File: config.mk
export PLATFORM = sky130hd
export DESIGN_NAME = product_accumulator_flat
export DESIGN_NICKNAME = d
export VERILOG_FILES = /design/src/rtl/product_accumulator_if.sv /design/src/rtl/product_accumulator.sv /design/src/flat_wrapper.sv
export SDC_FILE = /design/constraint.sdc
export NUM_CORES = 1
export LEC_CHECK = 0
export CAP_MARGIN = 10
export CORE_MARGIN = 2
export CORE_UTILIZATION = 40
export DETAILED_ROUTE_END_ITERATION = 12
export GPL_TIMING_DRIVEN = 0
export PLACE_DENSITY = 0.67
export SLEW_MARGIN = 25
export SYNTH_ARGS = -nofsm -noshare
export SYNTH_HDL_FRONTEND = slang
export SYNTH_SLANG_ARGS = --single-unit
File: constraint.sdc
create_clock -name clk -period 3.2 [get_ports clk]
set_clock_uncertainty 0.1 [all_clocks]
set_input_delay 0.48 -clock clk [delete_from_list [all_inputs] [get_ports clk]]
set_output_delay 0.48 -clock clk [all_outputs]
set_load 0.005 [all_outputs]
File: src/rtl/product_accumulator_if.sv
// Product stream in / accumulated result out, grouped as one bus.
// The slave modport is the accumulator's view; the master modport is the
// view of whatever sources terms and sinks results.
interface product_accumulator_if #(
    parameter int PROD_W  = 16,
    parameter int ACC_W   = 24,
    parameter int N_TERMS = 8
);
    localparam int CNT_W = $clog2(N_TERMS + 1);

    logic              in_valid;
    logic              in_ready;
    logic [PROD_W-1:0] in_product;
    logic              in_src;
    logic              in_last;
    logic              out_valid;
    logic              out_ready;
    logic [ACC_W-1:0]  out_sum;
    logic [CNT_W-1:0]  out_count;
    logic              out_overflow;
    logic [1:0]        out_src_mask;

    modport slave (
        input  in_valid, in_product, in_src, in_last, out_ready,
        output in_ready, out_valid, out_sum, out_count, out_overflow, out_src_mask
    );

    modport master (
        output in_valid, in_product, in_src, in_last, out_ready,
        input  in_ready, out_valid, out_sum, out_count, out_overflow, out_src_mask
    );
endinterface

File: src/rtl/product_accumulator.sv
// Sums up to N_TERMS unsigned products into a wide accumulator and offers the
// finished sum on a valid/ready port. A result closes early on in_last.
// Result fields are the live registers; they only mean something with out_valid.
module product_accumulator #(
    parameter int PROD_W  = 16,
    parameter int ACC_W   = 24,   // must be >= PROD_W
    parameter int N_TERMS = 8,    // must be >= 1
    parameter bit SAT     = 1'b1  // 1: clamp to all-ones on overflow, 0: wrap
) (
    input  logic clk,
    input  logic rst_n,
    product_accumulator_if.slave bus
);
    localparam int CNT_W = $clog2(N_TERMS + 1);

    typedef enum logic {ACCUM = 1'b0, DONE = 1'b1} state_e;

    state_e             state_q, state_d;
    logic [ACC_W-1:0]   acc_q, acc_d;
    logic [CNT_W-1:0]   cnt_q, cnt_d;
    logic               ovf_q, ovf_d;
    logic [1:0]         mask_q, mask_d;

    logic               accept;
    logic               release_res;
    logic [ACC_W:0]     sum_ext;
    logic               sum_ovf;
    logic [CNT_W-1:0]   cnt_inc;
    logic               close_res;

    // Handshake qualifiers; both ports are held off while reset is asserted.
    assign bus.in_ready  = rst_n && (state_q == ACCUM);
    assign bus.out_valid = rst_n && (state_q == DONE);
    assign accept        = bus.in_valid && bus.in_ready;
    assign release_res   = bus.out_valid && bus.out_ready;

    // One extra bit catches the carry out of the accumulator.
    assign sum_ext  = {1'b0, acc_q} + {{(ACC_W + 1 - PROD_W){1'b0}}, bus.in_product};
    assign sum_ovf  = sum_ext[ACC_W];
    assign cnt_inc  = cnt_q + CNT_W'(1);
    assign close_res = bus.in_last || (cnt_inc == CNT_W'(N_TERMS));

    assign bus.out_sum      = acc_q;
    assign bus.out_count    = cnt_q;
    assign bus.out_overflow = ovf_q;
    assign bus.out_src_mask = mask_q;

    // Next-state: accumulate in ACCUM, hold in DONE until the result is taken.
    always_comb begin
        state_d = state_q;
        acc_d   = acc_q;
        cnt_d   = cnt_q;
        ovf_d   = ovf_q;
        mask_d  = mask_q;
        unique case (state_q)
            ACCUM: begin
                if (accept) begin
                    // Once clamped, any further nonzero term overflows again,
                    // so the saturated value holds for the rest of the result.
                    if (sum_ovf && SAT) acc_d = {ACC_W{1'b1}};
                    else                acc_d = sum_ext[ACC_W-1:0];
                    ovf_d               = ovf_q | sum_ovf;
                    cnt_d               = cnt_inc;
                    mask_d[bus.in_src]  = 1'b1;
                    if (close_res) state_d = DONE;
                end
            end
            DONE: begin
                if (release_res) begin
                    acc_d   = '0;
                    cnt_d   = '0;
                    ovf_d   = 1'b0;
                    mask_d  = 2'b00;
                    state_d = ACCUM;
                end
            end
            default: state_d = ACCUM;
        endcase
    end

    // State registers; reset drops any partial sum or pending result.
    always_ff @(posedge clk) begin
        if (!rst_n) begin
            state_q <= ACCUM;
            acc_q   <= '0;
            cnt_q   <= '0;
            ovf_q   <= 1'b0;
            mask_q  <= 2'b00;
        end else begin
            state_q <= state_d;
            acc_q   <= acc_d;
            cnt_q   <= cnt_d;
            ovf_q   <= ovf_d;
            mask_q  <= mask_d;
        end
    end
endmodule

File: src/flat_wrapper.sv
// flat-port wrapper written by rule: the top's interface ports become plain ports
module product_accumulator_flat 
#(
    parameter int PROD_W  = 16,
    parameter int ACC_W   = 24,                       
    parameter int N_TERMS = 8,                   
    parameter bit SAT     = 1'b1                                              
)
  (clk, rst_n, bus_in_valid, bus_in_product, bus_in_src, bus_in_last, bus_out_ready, bus_in_ready, bus_out_valid, bus_out_sum, bus_out_count, bus_out_overflow, bus_out_src_mask);
  product_accumulator_if #(.PROD_W(PROD_W), .ACC_W(ACC_W), .N_TERMS(N_TERMS)) bus_i ();
  input  logic clk;
  input  logic rst_n;
  input wire logic [$bits(bus_i.in_valid)-1:0] bus_in_valid;
  input wire logic [$bits(bus_i.in_product)-1:0] bus_in_product;
  input wire logic [$bits(bus_i.in_src)-1:0] bus_in_src;
  input wire logic [$bits(bus_i.in_last)-1:0] bus_in_last;
  input wire logic [$bits(bus_i.out_ready)-1:0] bus_out_ready;
  output wire logic [$bits(bus_i.in_ready)-1:0] bus_in_ready;
  output wire logic [$bits(bus_i.out_valid)-1:0] bus_out_valid;
  output wire logic [$bits(bus_i.out_sum)-1:0] bus_out_sum;
  output wire logic [$bits(bus_i.out_count)-1:0] bus_out_count;
  output wire logic [$bits(bus_i.out_overflow)-1:0] bus_out_overflow;
  output wire logic [$bits(bus_i.out_src_mask)-1:0] bus_out_src_mask;
  assign bus_i.in_valid = bus_in_valid;
  assign bus_i.in_product = bus_in_product;
  assign bus_i.in_src = bus_in_src;
  assign bus_i.in_last = bus_in_last;
  assign bus_i.out_ready = bus_out_ready;
  assign bus_in_ready = bus_i.in_ready;
  assign bus_out_valid = bus_i.out_valid;
  assign bus_out_sum = bus_i.out_sum;
  assign bus_out_count = bus_i.out_count;
  assign bus_out_overflow = bus_i.out_overflow;
  assign bus_out_src_mask = bus_i.out_src_mask;
  product_accumulator #(.PROD_W(PROD_W), .ACC_W(ACC_W), .N_TERMS(N_TERMS), .SAT(SAT)) u_core (.clk(clk), .rst_n(rst_n), .bus(bus_i));
endmodule
### Word-level counts from Yosys, hierarchy flattened

Cells that the tools add are included.

* bits in read-only memories: 0
* bits in latches: 0
* bits in writable memories: 0
* input port bits: 22
* flip-flop bits (word level): 32
* output and inout bits: 33
* word-level logic and storage cells: 41
* memories kept: 0

* shift-type cells: 0
* magnitude comparators: 2
* bitwise operators: 3
* div/mod/pow operators: 0
* $add $sub $neg: 2
* $mul: 0
* reductions and logical operators: 7
* eq/ne operators: 3
* mux-type cells: 19

Operators by type and width (number)
* $mux 24: 3
* $pmux 24 s2: 1
* $add 24x16->25: 1
* $mux 4: 2
* $pmux 4 s2: 1
* $mux 1: 6
* $logic_and 1x1->1: 5
* $add 4x1->4 const B: 1
* $eq 4x4->1 const B: 1
* $mux 2: 2
* $pmux 1 s2: 2
* $pmux 2 s2: 1
* $lt 1x2->1 const B: 1
* $ne 2x1->1 const B: 1
* $ne 2x2->1 const B: 1
* $or 2x2->2: 1
* $reduce_and 2->1: 1
* $demux 1 s1: 1
* $ge 1x1->1 const B: 1
* $logic_or 1x1->1: 1
* $not 1->1: 1
* $or 1x1->1: 1

### Depth between registers and ports, before layout

* depth after elaboration: 7
* depth in mapped cells: 10
* mapped depth without buffers: 9

### Worst setup path before layout

No wires, ideal clock.

* kind: input -> register
* from: input bus_in_product[0]
* to: register u_core.acc_q[21] (netlist: u_core.bus.out_sum[21])
* setup time: 0.127 ns
* path buffers: 0
* arrival: 2.656 ns
* stages: 9
* setup slack: 0.317 ns
* required time: 2.973 ns
* path through: ha_1 -> fa_1 -> a211oi_2 -> nor3_1 -> o2111ai_2 -> a31oi_1 -> o31a_1 -> and2_4 -> or3_1

* longest elaborated chain between the ends: 4

RTL lines
* start, declared: RTL line flat_wrapper.sv:14 `input wire logic [$bits(bus_i.in_product)-1:0] bus_in_product;`
* $add 24x16->25: RTL line product_accumulator.sv:38 `assign sum_ext = {1'b0, acc_q} + {{(ACC_W + 1 - PROD_W){1'b0}}, bus.in_product};`
* $mux 24: RTL line product_accumulator.sv:60 `if (sum_ovf && SAT) acc_d = {ACC_W{1'b1}};`
* $mux 24: RTL line product_accumulator.sv:57 `if (accept) begin`
* $pmux 24 s2: RTL line product_accumulator.sv:55 `unique case (state_q)`
* end signal, assigned: RTL line product_accumulator.sv:85 `acc_q <= '0;`
* end signal, assigned: RTL line product_accumulator.sv:91 `acc_q <= acc_d;`
* end, declared: RTL line product_accumulator.sv:19 `logic [ACC_W-1:0] acc_q, acc_d;`

No other way between the ends. The select of a mux whose other input is x is not followed.
A chain may end at the register's enable or synchronous reset.

### Worst setup path in the final report

Same ends and word-level chain as after synthesis.

==> summary.md <==
| Metric | Value |
|---|---|
| Synth Area in XOR/XNOR | 5.515% |
| Nets | 384 |
| Final min period | 3081 ps |
| Post-Synth Adder-Cell Area | 10.47% |
| Core area | 5439 µm² |
| P per Cell Area | 414.0 nW/µm² |
| Post-Synth Simple-Gate Area | 23.41% |
| Sequential area share after synthesis | 28.81% |
| Layout cells sized above 1 | 6.087% |
| Flops & latches, synth | 32 |
| Final Cycle Share | 96.30% |
| Critical path type | in -> reg |
| Slew Viols, Final | 0 |
| Initial DRC count | 137 |
| Area post-placement | 2854 µm² |
| Final Hold Slack | 353.6 ps |
| Post-CTS Hold Fix Bufs | 0 |
| Compound-cell area share of the yosys netlist | 28.93% |
| Max Cap Viol | 0 |
| Synth async-reset ratio | 0% |
| First-pass GRT wire length | 9604 µm |
| Initial antenna violation count | 0 |
| Vias in the first global route | 2077 |
| Wire per inst | 13.68 µm |
| IO buf count | 54 |
| RSZ-0062 raised after global routing | no |
| Crit path arrival time | 3160 ps |
| Clk pin slew, worst setup/hold paths | 70 ps |
| Hold Crit Class | reg -> reg |
| Gpl congestion | 0.7762 |
| Via density | 5.496 |
| Cells after synthesis | 282 |
| Clk sink count | 32 |
| Slew @ Worst Pin | 523.0 ps |
| Routed via count | 2292 |
| Width of the die | 78.56 µm |
| Mapped Area | 2223 µm² |
| Area Overhead vs Synth | 34.44% |
| Final hold vios | 0 |
| Clock latency on the worst-skew pair | 290 ps |
| Io pins | 55 |
| Post-synthesis average cell area | 7.884 µm² |
| Pin count of the biggest net entering global routing | 12 |
| Yosys warns | 0 |
| Pre-CTS WS | -361.9 ps |
| Initial Util | 40.88% |
| Cts bufs inserted | 5 |
| Main combinational cell family by area after synthesis | compound AO/OA/AOI/OAI gates |
| Post-route antenna net violation count | 0 |
| Synth Net Count | 322 |
| Congestion Overflow GR | 0 |
| Hpwl dp | 4214 µm |
| Root Buffer | clkbuf_8 |
| CTS tree | yes |
| Slew HR | 65.13% |
| Post-synth EDFFs | 0 |
| Die span in y | 78.56 µm |
| Critical path launch point type | primary input |
| Setup crit end kind | flop |
| Final-report setup violation count | 0 |
| Ant. Diodes | 0 |
| Worst IR drop on VDD | 0.1957 mV |
| Cell area after layout | 2989 µm² |
| Fin worst setup slack | 118.5 ps |
| Remaining DRCs | 0 |
| Leak | 1.248 nW |
| Std cell rows | 27 |
| Synth cell types | 50 |
| Bufs on Longest Clock Path | 2 |
| Mux cell area share after synthesis | 0.4502% |
| Total GRT Usage | 19.09% |
| Most used flip-flop cell after synthesis | dfxtp_1 |
| Die area | 6171 µm² |
| Outcome | finished, final reports clean |
| DRT Pass-1 Iters | 4 |
| WL final | 5704 µm |
| CTS HTree Levels | 2 |
| Crit-path max FO | 4 |
| CP Data Required Time | 3280 ps |
| FMAX | 324.5 MHz |
metrics by stage:
stage	setup TNS [ps]	instances	total power [W]	utilization (%)
floorplan	0	282	0.0007065	-
global placement	-5138	408	0.0008393	52.47
detailed placement	-5398	408	0.0008438	52.47
CTS	0	417	0.001243	54.66
global route	0	417	0.001318	54.96
finish	0	417	0.001238	54.96
repair_timing:
| action | CTS | global route |
|---|---|---|
| endpoints found under the setup margin | 1 | 18 |
| buffers inserted | 1 | 0 |
| resized for setup | 0 | 4 |
| pin swaps | 1 | 1 |
Yosys cell counts, types with 4 or more instances:
library cell,number,area share [%]
nand2_1,46,7.8
dfxtp_1,32,29
a21oi_1,24,5.4
o21ai_0,22,5.0
ha_1,17,9.6
nor2_1,14,2.4
clkbuf_1,11,1.9
nor2b_1,9,2.5
a21o_1,8,2.7
xor2_1,8,3.2
and3_1,7,2.0
nand3_1,6,1.4
o211ai_1,6,2.0
xnor2_1,6,2.4
and2_1,5,1.4
a211o_1,4,1.6
a211oi_1,4,1.4
a21boi_0,4,1.4
critical path, cell delays in order:
cell and delay [ps]:
clkdlybuf4s50_1 410, ha_1 230, fa_2 380, a211oi_2 260, nor3_1 100, o2111ai_2 250, a31oi_2 170, o31a_1 320
and2_4 190, or3_1 360
cell type report:
type,count,area [µm²]
fillers,520,2450
multi-input cells,236,1545
flip-flops and latches,32,640.6
repair buffers,55,548.0
well taps,72,90.09
clock buffers,5,68.82
plain buffers,12,46.29
clock inverters,3,42.54
inverters,2,7.507
per-layer routing:
| metal | vias to the layer above | track usage (%) | wire, µm | part of all wire (%) |
|---|---|---|---|---|
| met5 | - | 0 | 0 | 0 |
| met4 | 0 | 5.263 | 85 | 1.5 |
| met3 | 13 | 3.908 | 305 | 5.3 |
| met2 | 71 | 29.83 | 2563 | 45 |
| met1 | 1047 | 26.57 | 2750 | 48 |
| li1 | 1161 | - | - | - |
flip-flops by register name, summed over array words and instances (netlist names):
| signal | flops |
|---|---|
| u_core.bus.out_count | 4 |
| u_core.bus.out_overflow | 1 |
| u_core.bus.out_src_mask | 2 |
| u_core.bus.out_sum | 24 |
| u_core.state_q | 1 |
final timing paths:
kind,startpoint,to,slack (ps),cells past startpoint
max,bus_in_product[0],u_core.bus.out_sum[21],120,10
min,u_core.bus.out_sum[2],u_core.bus.out_sum[2],350,2
min reg2reg,u_core.bus.out_sum[2],u_core.bus.out_sum[2],350,2
max reg2reg,u_core.bus.out_sum[0],u_core.bus.out_sum[21],380,9
cells in the final DEF, fill, tap and decap left out, types with 7 or more instances in the layout:
cell type,instances
nor2_1,14
o21ai_0,22
a21oi_1,24
ha_1,17
and3_1,7
dfxtp_1,32
a21o_1,8
clkbuf_1,11
clkdlybuf4s50_1,54
nand2_1,46
xor2_1,8
nor2b_1,9
power breakdown:
| group | switching, W | internal, W | leakage, nW |
|---|---|---|---|
| Combinational | 0.000193 | 0.000197 | 0.933 |
| Clock | 0.000166 | 0.000230 | 0.0541 |
| Sequential | 0.0000248 | 0.000427 | 0.261 |
cell families after synthesis:
| logic type | count (synthesis) |
|---|---|
| xor+xnor | 14 |
| flops | 32 |
| compound gates | 96 |
| mux | 1 |
| simple gates | 107 |
| fa+ha+maj | 18 |
| buf+inv | 14 |
(Power assumes the default switching activity.)
